==> src/rtl/zxuno_uart_fifo.sv <==
// ZXUNO register-mapped UART with TX/RX FIFOs, programmable divisor, sticky error flags and RTS.
// Register reads are combinational; TX writes to a full FIFO are dropped, RX overflow sets a sticky flag.
module zxuno_uart_fifo #(
    parameter int          CLK        = 28000000,
    parameter int          BAUD       = 115200,
    parameter int          FIFO_AW    = 4,
    parameter int          RTS_MARGIN = 2,
    parameter logic [7:0]  UARTDATA   = 8'hC6,
    parameter logic [7:0]  UARTSTAT   = 8'hC7,
    parameter logic [7:0]  UARTDIVL   = 8'hC8,
    parameter logic [7:0]  UARTDIVH   = 8'hC9
) (
    input  logic       clk,
    input  logic       rst,
    input  logic [7:0] zxuno_addr,
    input  logic       zxuno_regrd,
    input  logic       zxuno_regwr,
    input  logic [7:0] din,
    output logic [7:0] dout,
    output logic       oe,
    output logic       uart_tx,
    input  logic       uart_rx,
    output logic       uart_rts
);

    localparam int               DEPTH     = 1 << FIFO_AW;
    localparam logic [15:0]      RESET_DIV = 16'(CLK / BAUD - 1);
    localparam logic [FIFO_AW:0] RTS_LEVEL = (FIFO_AW+1)'(DEPTH - RTS_MARGIN);

    localparam logic [1:0] S_IDLE  = 2'd0;
    localparam logic [1:0] S_START = 2'd1;
    localparam logic [1:0] S_DATA  = 2'd2;
    localparam logic [1:0] S_STOP  = 2'd3;

    // ---------------- register bus ----------------
    logic sel_data, sel_stat, sel_divl, sel_divh;
    logic data_rd_q, stat_rd_q, data_wr_q, divl_wr_q, divh_wr_q;
    logic data_rd_ev, stat_rd_ev, data_wr_ev, divl_wr_ev, divh_wr_ev;

    assign sel_data = (zxuno_addr == UARTDATA);
    assign sel_stat = (zxuno_addr == UARTSTAT);
    assign sel_divl = (zxuno_addr == UARTDIVL);
    assign sel_divh = (zxuno_addr == UARTDIVH);

    // Strobes are levels; only the first qualified cycle acts.
    assign data_rd_ev = sel_data && zxuno_regrd && !data_rd_q;
    assign stat_rd_ev = sel_stat && zxuno_regrd && !stat_rd_q;
    assign data_wr_ev = sel_data && zxuno_regwr && !data_wr_q;
    assign divl_wr_ev = sel_divl && zxuno_regwr && !divl_wr_q;
    assign divh_wr_ev = sel_divh && zxuno_regwr && !divh_wr_q;

    always_ff @(posedge clk) begin
        if (rst) begin
            data_rd_q <= 1'b0;
            stat_rd_q <= 1'b0;
            data_wr_q <= 1'b0;
            divl_wr_q <= 1'b0;
            divh_wr_q <= 1'b0;
        end else begin
            data_rd_q <= sel_data && zxuno_regrd;
            stat_rd_q <= sel_stat && zxuno_regrd;
            data_wr_q <= sel_data && zxuno_regwr;
            divl_wr_q <= sel_divl && zxuno_regwr;
            divh_wr_q <= sel_divh && zxuno_regwr;
        end
    end

    // ---------------- divisor ----------------
    logic [15:0] div_reg, div_eff;
    logic [7:0]  div_stage;

    always_ff @(posedge clk) begin
        if (rst) begin
            div_reg   <= RESET_DIV;
            div_stage <= 8'd0;
        end else begin
            if (divl_wr_ev) div_stage <= din;
            if (divh_wr_ev) div_reg   <= {din, div_stage};
        end
    end

    assign div_eff = (div_reg < 16'd7) ? 16'd7 : div_reg;

    // ---------------- TX FIFO ----------------
    logic [7:0]       tx_mem [DEPTH];
    logic [FIFO_AW:0] tx_wp, tx_rp;
    logic             tx_empty, tx_full, tx_push, tx_pop;
    logic [7:0]       tx_head;

    assign tx_empty = (tx_wp == tx_rp);
    assign tx_full  = (tx_wp[FIFO_AW] != tx_rp[FIFO_AW]) &&
                      (tx_wp[FIFO_AW-1:0] == tx_rp[FIFO_AW-1:0]);
    assign tx_head  = tx_mem[tx_rp[FIFO_AW-1:0]];
    assign tx_push  = data_wr_ev && (!tx_full || tx_pop);

    always_ff @(posedge clk) begin
        if (rst) begin
            tx_wp <= '0;
            tx_rp <= '0;
        end else begin
            if (tx_push) tx_wp <= tx_wp + 1'b1;
            if (tx_pop)  tx_rp <= tx_rp + 1'b1;
        end
    end

    always_ff @(posedge clk) begin
        if (tx_push) tx_mem[tx_wp[FIFO_AW-1:0]] <= din;
    end

    // ---------------- TX FSM ----------------
    logic [1:0]  tx_state;
    logic [15:0] tx_cnt;
    logic [2:0]  tx_bit;
    logic [7:0]  tx_shift;
    logic        tx_line, tx_idle;

    // The end of a stop bit can chain straight into the next start bit.
    assign tx_pop  = !tx_empty && ((tx_state == S_IDLE) ||
                                  (tx_state == S_STOP && tx_cnt == 16'd0));
    assign tx_idle = tx_empty && (tx_state == S_IDLE);
    assign uart_tx = tx_line;

    always_ff @(posedge clk) begin
        if (rst) begin
            tx_state <= S_IDLE;
            tx_cnt   <= 16'd0;
            tx_bit   <= 3'd0;
            tx_shift <= 8'd0;
            tx_line  <= 1'b1;
        end else begin
            case (tx_state)
                S_IDLE: begin
                    if (tx_pop) begin
                        tx_state <= S_START;
                        tx_cnt   <= div_eff;
                        tx_shift <= tx_head;
                        tx_line  <= 1'b0;
                    end
                end
                S_START: begin
                    if (tx_cnt == 16'd0) begin
                        tx_state <= S_DATA;
                        tx_cnt   <= div_eff;
                        tx_bit   <= 3'd0;
                        tx_line  <= tx_shift[0];
                    end else begin
                        tx_cnt <= tx_cnt - 16'd1;
                    end
                end
                S_DATA: begin
                    if (tx_cnt == 16'd0) begin
                        tx_cnt <= div_eff;
                        if (tx_bit == 3'd7) begin
                            tx_state <= S_STOP;
                            tx_line  <= 1'b1;
                        end else begin
                            tx_bit   <= tx_bit + 3'd1;
                            tx_shift <= {1'b0, tx_shift[7:1]};
                            tx_line  <= tx_shift[1];
                        end
                    end else begin
                        tx_cnt <= tx_cnt - 16'd1;
                    end
                end
                default: begin
                    if (tx_cnt == 16'd0) begin
                        if (tx_pop) begin
                            tx_state <= S_START;
                            tx_cnt   <= div_eff;
                            tx_shift <= tx_head;
                            tx_line  <= 1'b0;
                        end else begin
                            tx_state <= S_IDLE;
                        end
                    end else begin
                        tx_cnt <= tx_cnt - 16'd1;
                    end
                end
            endcase
        end
    end

    // ---------------- RX synchroniser and FSM ----------------
    logic        rx_meta, rx_sync;
    logic [1:0]  rx_state;
    logic [15:0] rx_cnt;
    logic [2:0]  rx_bit;
    logic [7:0]  rx_shift;
    logic        rx_stop_tick;

    always_ff @(posedge clk) begin
        if (rst) begin
            rx_meta <= 1'b1;
            rx_sync <= 1'b1;
        end else begin
            rx_meta <= uart_rx;
            rx_sync <= rx_meta;
        end
    end

    assign rx_stop_tick = (rx_state == S_STOP) && (rx_cnt == 16'd0);

    always_ff @(posedge clk) begin
        if (rst) begin
            rx_state <= S_IDLE;
            rx_cnt   <= 16'd0;
            rx_bit   <= 3'd0;
            rx_shift <= 8'd0;
        end else begin
            case (rx_state)
                S_IDLE: begin
                    if (!rx_sync) begin
                        rx_state <= S_START;
                        rx_cnt   <= {1'b0, div_eff[15:1]};
                    end
                end
                S_START: begin
                    if (rx_cnt == 16'd0) begin
                        if (rx_sync) begin
                            rx_state <= S_IDLE;
                        end else begin
                            rx_state <= S_DATA;
                            rx_cnt   <= div_eff;
                            rx_bit   <= 3'd0;
                        end
                    end else begin
                        rx_cnt <= rx_cnt - 16'd1;
                    end
                end
                S_DATA: begin
                    if (rx_cnt == 16'd0) begin
                        rx_shift <= {rx_sync, rx_shift[7:1]};
                        rx_cnt   <= div_eff;
                        if (rx_bit == 3'd7) rx_state <= S_STOP;
                        else                rx_bit   <= rx_bit + 3'd1;
                    end else begin
                        rx_cnt <= rx_cnt - 16'd1;
                    end
                end
                default: begin
                    if (rx_cnt == 16'd0) rx_state <= S_IDLE;
                    else                 rx_cnt   <= rx_cnt - 16'd1;
                end
            endcase
        end
    end

    // ---------------- RX FIFO, flags, RTS ----------------
    logic [7:0]       rx_mem [DEPTH];
    logic [FIFO_AW:0] rx_wp, rx_rp, rx_level;
    logic             rx_empty, rx_full, rx_push, rx_pop;
    logic             ovr_set, fe_set, overrun, framing_err, rts_q;
    logic [7:0]       rx_head, rx_last, status;

    assign rx_empty = (rx_wp == rx_rp);
    assign rx_full  = (rx_wp[FIFO_AW] != rx_rp[FIFO_AW]) &&
                      (rx_wp[FIFO_AW-1:0] == rx_rp[FIFO_AW-1:0]);
    assign rx_level = rx_wp - rx_rp;
    assign rx_head  = rx_mem[rx_rp[FIFO_AW-1:0]];
    assign rx_pop   = data_rd_ev && !rx_empty;
    assign rx_push  = rx_stop_tick && rx_sync && (!rx_full || rx_pop);
    assign ovr_set  = rx_stop_tick && rx_sync && rx_full && !rx_pop;
    assign fe_set   = rx_stop_tick && !rx_sync;

    always_ff @(posedge clk) begin
        if (rst) begin
            rx_wp       <= '0;
            rx_rp       <= '0;
            rx_last     <= 8'd0;
            overrun     <= 1'b0;
            framing_err <= 1'b0;
            rts_q       <= 1'b0;
        end else begin
            if (rx_push) rx_wp <= rx_wp + 1'b1;
            if (rx_pop) begin
                rx_rp   <= rx_rp + 1'b1;
                rx_last <= rx_head;
            end
            // A new error in the same cycle as the status read survives the clear.
            overrun     <= ovr_set | (overrun & ~stat_rd_ev);
            framing_err <= fe_set | (framing_err & ~stat_rd_ev);
            rts_q       <= (rx_level >= RTS_LEVEL);
        end
    end

    always_ff @(posedge clk) begin
        if (rx_push) rx_mem[rx_wp[FIFO_AW-1:0]] <= rx_shift;
    end

    assign uart_rts = rts_q;
    assign status   = {!rx_empty, tx_full, overrun, framing_err, tx_idle, 3'b000};
    assign oe       = zxuno_regrd && (sel_data || sel_stat || sel_divl || sel_divh);

    always_comb begin
        dout = 8'hFF;
        if (zxuno_regrd) begin
            if (sel_data)      dout = rx_empty ? rx_last : rx_head;
            else if (sel_stat) dout = status;
            else if (sel_divl) dout = div_reg[7:0];
            else if (sel_divh) dout = div_reg[15:8];
        end
    end

endmodule
==> config.mk <==
export PLATFORM = sky130hd
export DESIGN_NAME = zxuno_uart_fifo
export DESIGN_NICKNAME = d
export VERILOG_FILES = /design/src/rtl/zxuno_uart_fifo.sv
export SDC_FILE = /design/constraint.sdc
export NUM_CORES = 1
export LEC_CHECK = 0
export CAP_MARGIN = 30
export CORE_MARGIN = 3
export CORE_UTILIZATION = 26
export DETAILED_ROUTE_END_ITERATION = 8
export GPL_ROUTABILITY_DRIVEN = 0
export PLACE_DENSITY = 0.49
export SLEW_MARGIN = 20
export SYNTH_ARGS = -nofsm -noshare
export SYNTH_HDL_FRONTEND = slang
export SYNTH_SLANG_ARGS = --single-unit
==> constraint.sdc <==
create_clock -name clk -period 4 [get_ports clk]
set_input_delay 0.8 -clock clk [delete_from_list [all_inputs] [get_ports clk]]
set_output_delay 0.8 -clock clk [all_outputs]
set_load 0.02 [all_outputs]
==> metrics.csv <==
stage,metric,value,unit
synthesis,Yosys cell types,89,
floorplanning,Die W,265,um
run_status,outcome,completed,
power_and_ir_drop,leakage,6.78,nW
run,max capacitance violation total,0,
floorplanning,Initial Utilization,26.4,%
finish,nets,1489,
synthesis,top_reg_cell synth,edfxtp_1,
sta,RSZ-0062 raised after global routing,false,
clock_tree,Root Buffer,clkbuf_16,
detailed_routing,Antenna Nets Post-Route,0,
clock_tree,H-tree levels,2,
detailed_routing,DRT iter0 DRCs,902,
detailed_routing,total number of vias,11600,
global_routing,antenna violations before repair,1,
detailed_routing,DRC violations left,0,
clock_tree,clk_lat worst skew,0.58,ns
synthesis,register area share after synthesis,58.9,%
worst_hold_path,worst hold path class,reg -> reg,
synthesis,Synth Area in Simple Gates,11.1,%
synthesis,Post-Synth Adder-Cell Area,2.20,%
sta,skew final,0.0244,ns
synthesis,most common cell in the netlist,edfxtp_1,
synthesis,largest family of logic cells by synthesized area,multiplexers,
clock_tree,clock sink count,385,
floorplanning,die footprint,0.0702,sq mm
power_and_ir_drop,Max IR drop VDD,0.000738,V
clock_tree,CTS tree,built,
worst_setup_path,Critical Path RT,3.20,ns
synthesis,xor/xnor cell area share of the yosys netlist,1.71,%
synthesis,Synth top area share,44.1,%
worst_setup_path,reg2reg path depth,9,
sta,Slew HR,42.4,%
sta,Setup Total Neg Slack,0,ns
synthesis,compound-gate portion of the synthesized area,10.9,%
global_routing,Congestion Overflow GR,0,
sta,Worst Tran Pin Value,0.861,ns
global_routing,largest net degree at the start of global routing,61,
sta,Tcrit/Tclk final,97.0,%
floorplanning,Row Count,94,
worst_setup_path,r2r endpoint,rx_mem[2][4],
worst_setup_path,Worst R2R Start,rx_cnt[0],
synthesis,Synth Net Count,1421,
worst_setup_path,Setup crit start kind,flop,
floorplanning,I/O pin cnt,32,
synthesis,number of synthesized flops with an enable pin,256,
global_routing,Tot GR Track Use,12.9,%
floorplanning,Core Box Area,0.0661,sq mm
placement,placed insts,2243,
finish,layout cells sized above 1,18.0,%
floorplanning,Die Span Y,265,um
worst_setup_path,Crit. End Element,primary output,
worst_setup_path,Critical Path End,dout[0],
detailed_routing,vias per inst,4.97,
sta,final setup vio count,0,
power_and_ir_drop,PD cells,628,mW/mm^2
synthesis,Synth Instances,1370,
global_routing,vias in the first global route,11500,
synthesis,"top cells by area, synth","edfxtp_1 (44%), dfxtp_1 (15%), mux4_2 (8.3%), mux2i_1 (2.9%), nand2_1 (2.5%)",
sta,"Hold Vio Cnt, Final",0,
synthesis,post-synthesis mux area share,12.3,%
finish,final non-filler cell total,2334,
clock_tree,CTS Hold Buffers Added,0,
global_routing,first-pass GRT wire length,70500,um
worst_setup_path,CP Max Fanout,15,
synthesis,"FFs w/ async S/R, synth",0,%
clock_tree,clk slew on worst S/H paths,0.06,ns
synthesis,Yosys top cell by area,edfxtp_1,
sta,f_max,0.258,GHz
finish,Syn-to-layout area delta,17.9,%
placement,Final HPWL DP,30300,um
synthesis,Synth Cell Area,0.0174,sq mm
sta,Pins Over Slew Limit,0,
worst_setup_path,CP Data Arrival Time,3.08,ns
synthesis,Post-Syn Area per Cell,12.7,sq um
detailed_routing,DRT Pass-1 Iters,5,
clock_tree,CTS max path bufs,3,
synthesis,#FFs+latches synth,385,
clock_tree,Num CTS Buffers,43,
worst_setup_path,Setup CP Type,reg -> out,
synthesis,yosys warns,0,
detailed_routing,routed wire length,45700,um
synthesis,Post-synth top cells,"edfxtp_1 (256), dfxtp_1 (129), nand2_1 (117)",
worst_setup_path,R2R Setup Slk,0.93,ns
detailed_routing,WL/cell,19.6,um
sta,shortest period the worst path allows,3.88,ns
placement,I/O Buffers,31,
==> layout make-up <==
cell class,instances,area [sq um]
antenna,1,2.50
clock buffer,52,1120
clock inverter,24,320
fill,6649,45600
inverter,29,109
multi-input combinational,865,6660
sequential,385,10300
tap,864,1080
timing repair buffer,114,976
==> cells by family after synthesis <==
group,count (synthesis)
simple gates,394
buf+inv,120
flops,385
compound gates,275
xor+xnor,34
fa+ha+maj,30
mux,132
==> layout by cell type (no fill, tap or decap), types with 37 or more instances in the layout <==
cell type  count
dfxtp_1      127
nor3_1        37
clkbuf_16     43
mux2i_1       50
nor2_1       106
a21oi_1       82
nand2_1      117
mux4_2        64
buf_4         79
edfxtp_1     256
==> per-stage QoR <==
step           power (mW)  hold slack, ns  utilization (%)  instance area, sq um  setup WS, ns
5_1_grt              13.6           0.416             31.1                 20500       0.00426
6_report             12.9           0.403             31.1                 20500         0.121
3_3_place_gp         8.88           0.397             28.7                 19000        0.0532
3_5_place_dp         8.91           0.398             28.7                 19000        0.0617
4_1_cts              13.0           0.408             31.0                 20500       0.00264
2_1_floorplan        7.94           0.389                -                 17400         0.805
==> critical path: stages (launching register included) <==
cell and delay, ns:
dfxtp_4 0.38, buf_12 0.14, buf_16 0.15, buf_4 0.15, mux4_2 0.51, mux4_2 0.56, a221o_1 0.33, clkdlybuf4s15_2 0.26
==> power breakdown <==
group	switching (mW)	internal, mW
combinational	2.67	1.58
sequential	0.245	4.38
clock	1.68	2.35
==> worst min-delay path by stage <==
| stage | start | end | slack (ns) | cells past startpoint |
|---|---|---|---|---|
| finish | rx_meta | rx_sync | 0.40 | 1 |
| detailed placement | rx_meta | rx_sync | 0.40 | 1 |
| global route | rx_meta | rx_sync | 0.42 | 1 |
| global placement | rx_meta | rx_sync | 0.40 | 1 |
| floorplan | rx_meta | rx_sync | 0.39 | 1 |
| CTS | rx_meta | rx_sync | 0.41 | 1 |
==> metal layers <==
layer / up-vias / GRT usage (%) / share of wire, %
li1: 5373 / - / -
met1: 5862 / 18.8 / 48
met2: 314 / 20.1 / 45
met3: 56 / 2.03 / 5.4
met4: 0 / 3.62 / 1.9
met5: - / 0 / 0
==> what timing repair did <==
item | CTS | global route
endpoints found under the setup margin | 8 | 5
gates resized for setup | 21 | 3
pin swaps | 0 | 0
setup buffers | 8 | 6
endpoints found under the hold margin | 0 | 0
cloned | 0 | 0
No activity file was read; power rests on OpenSTA's default activity.
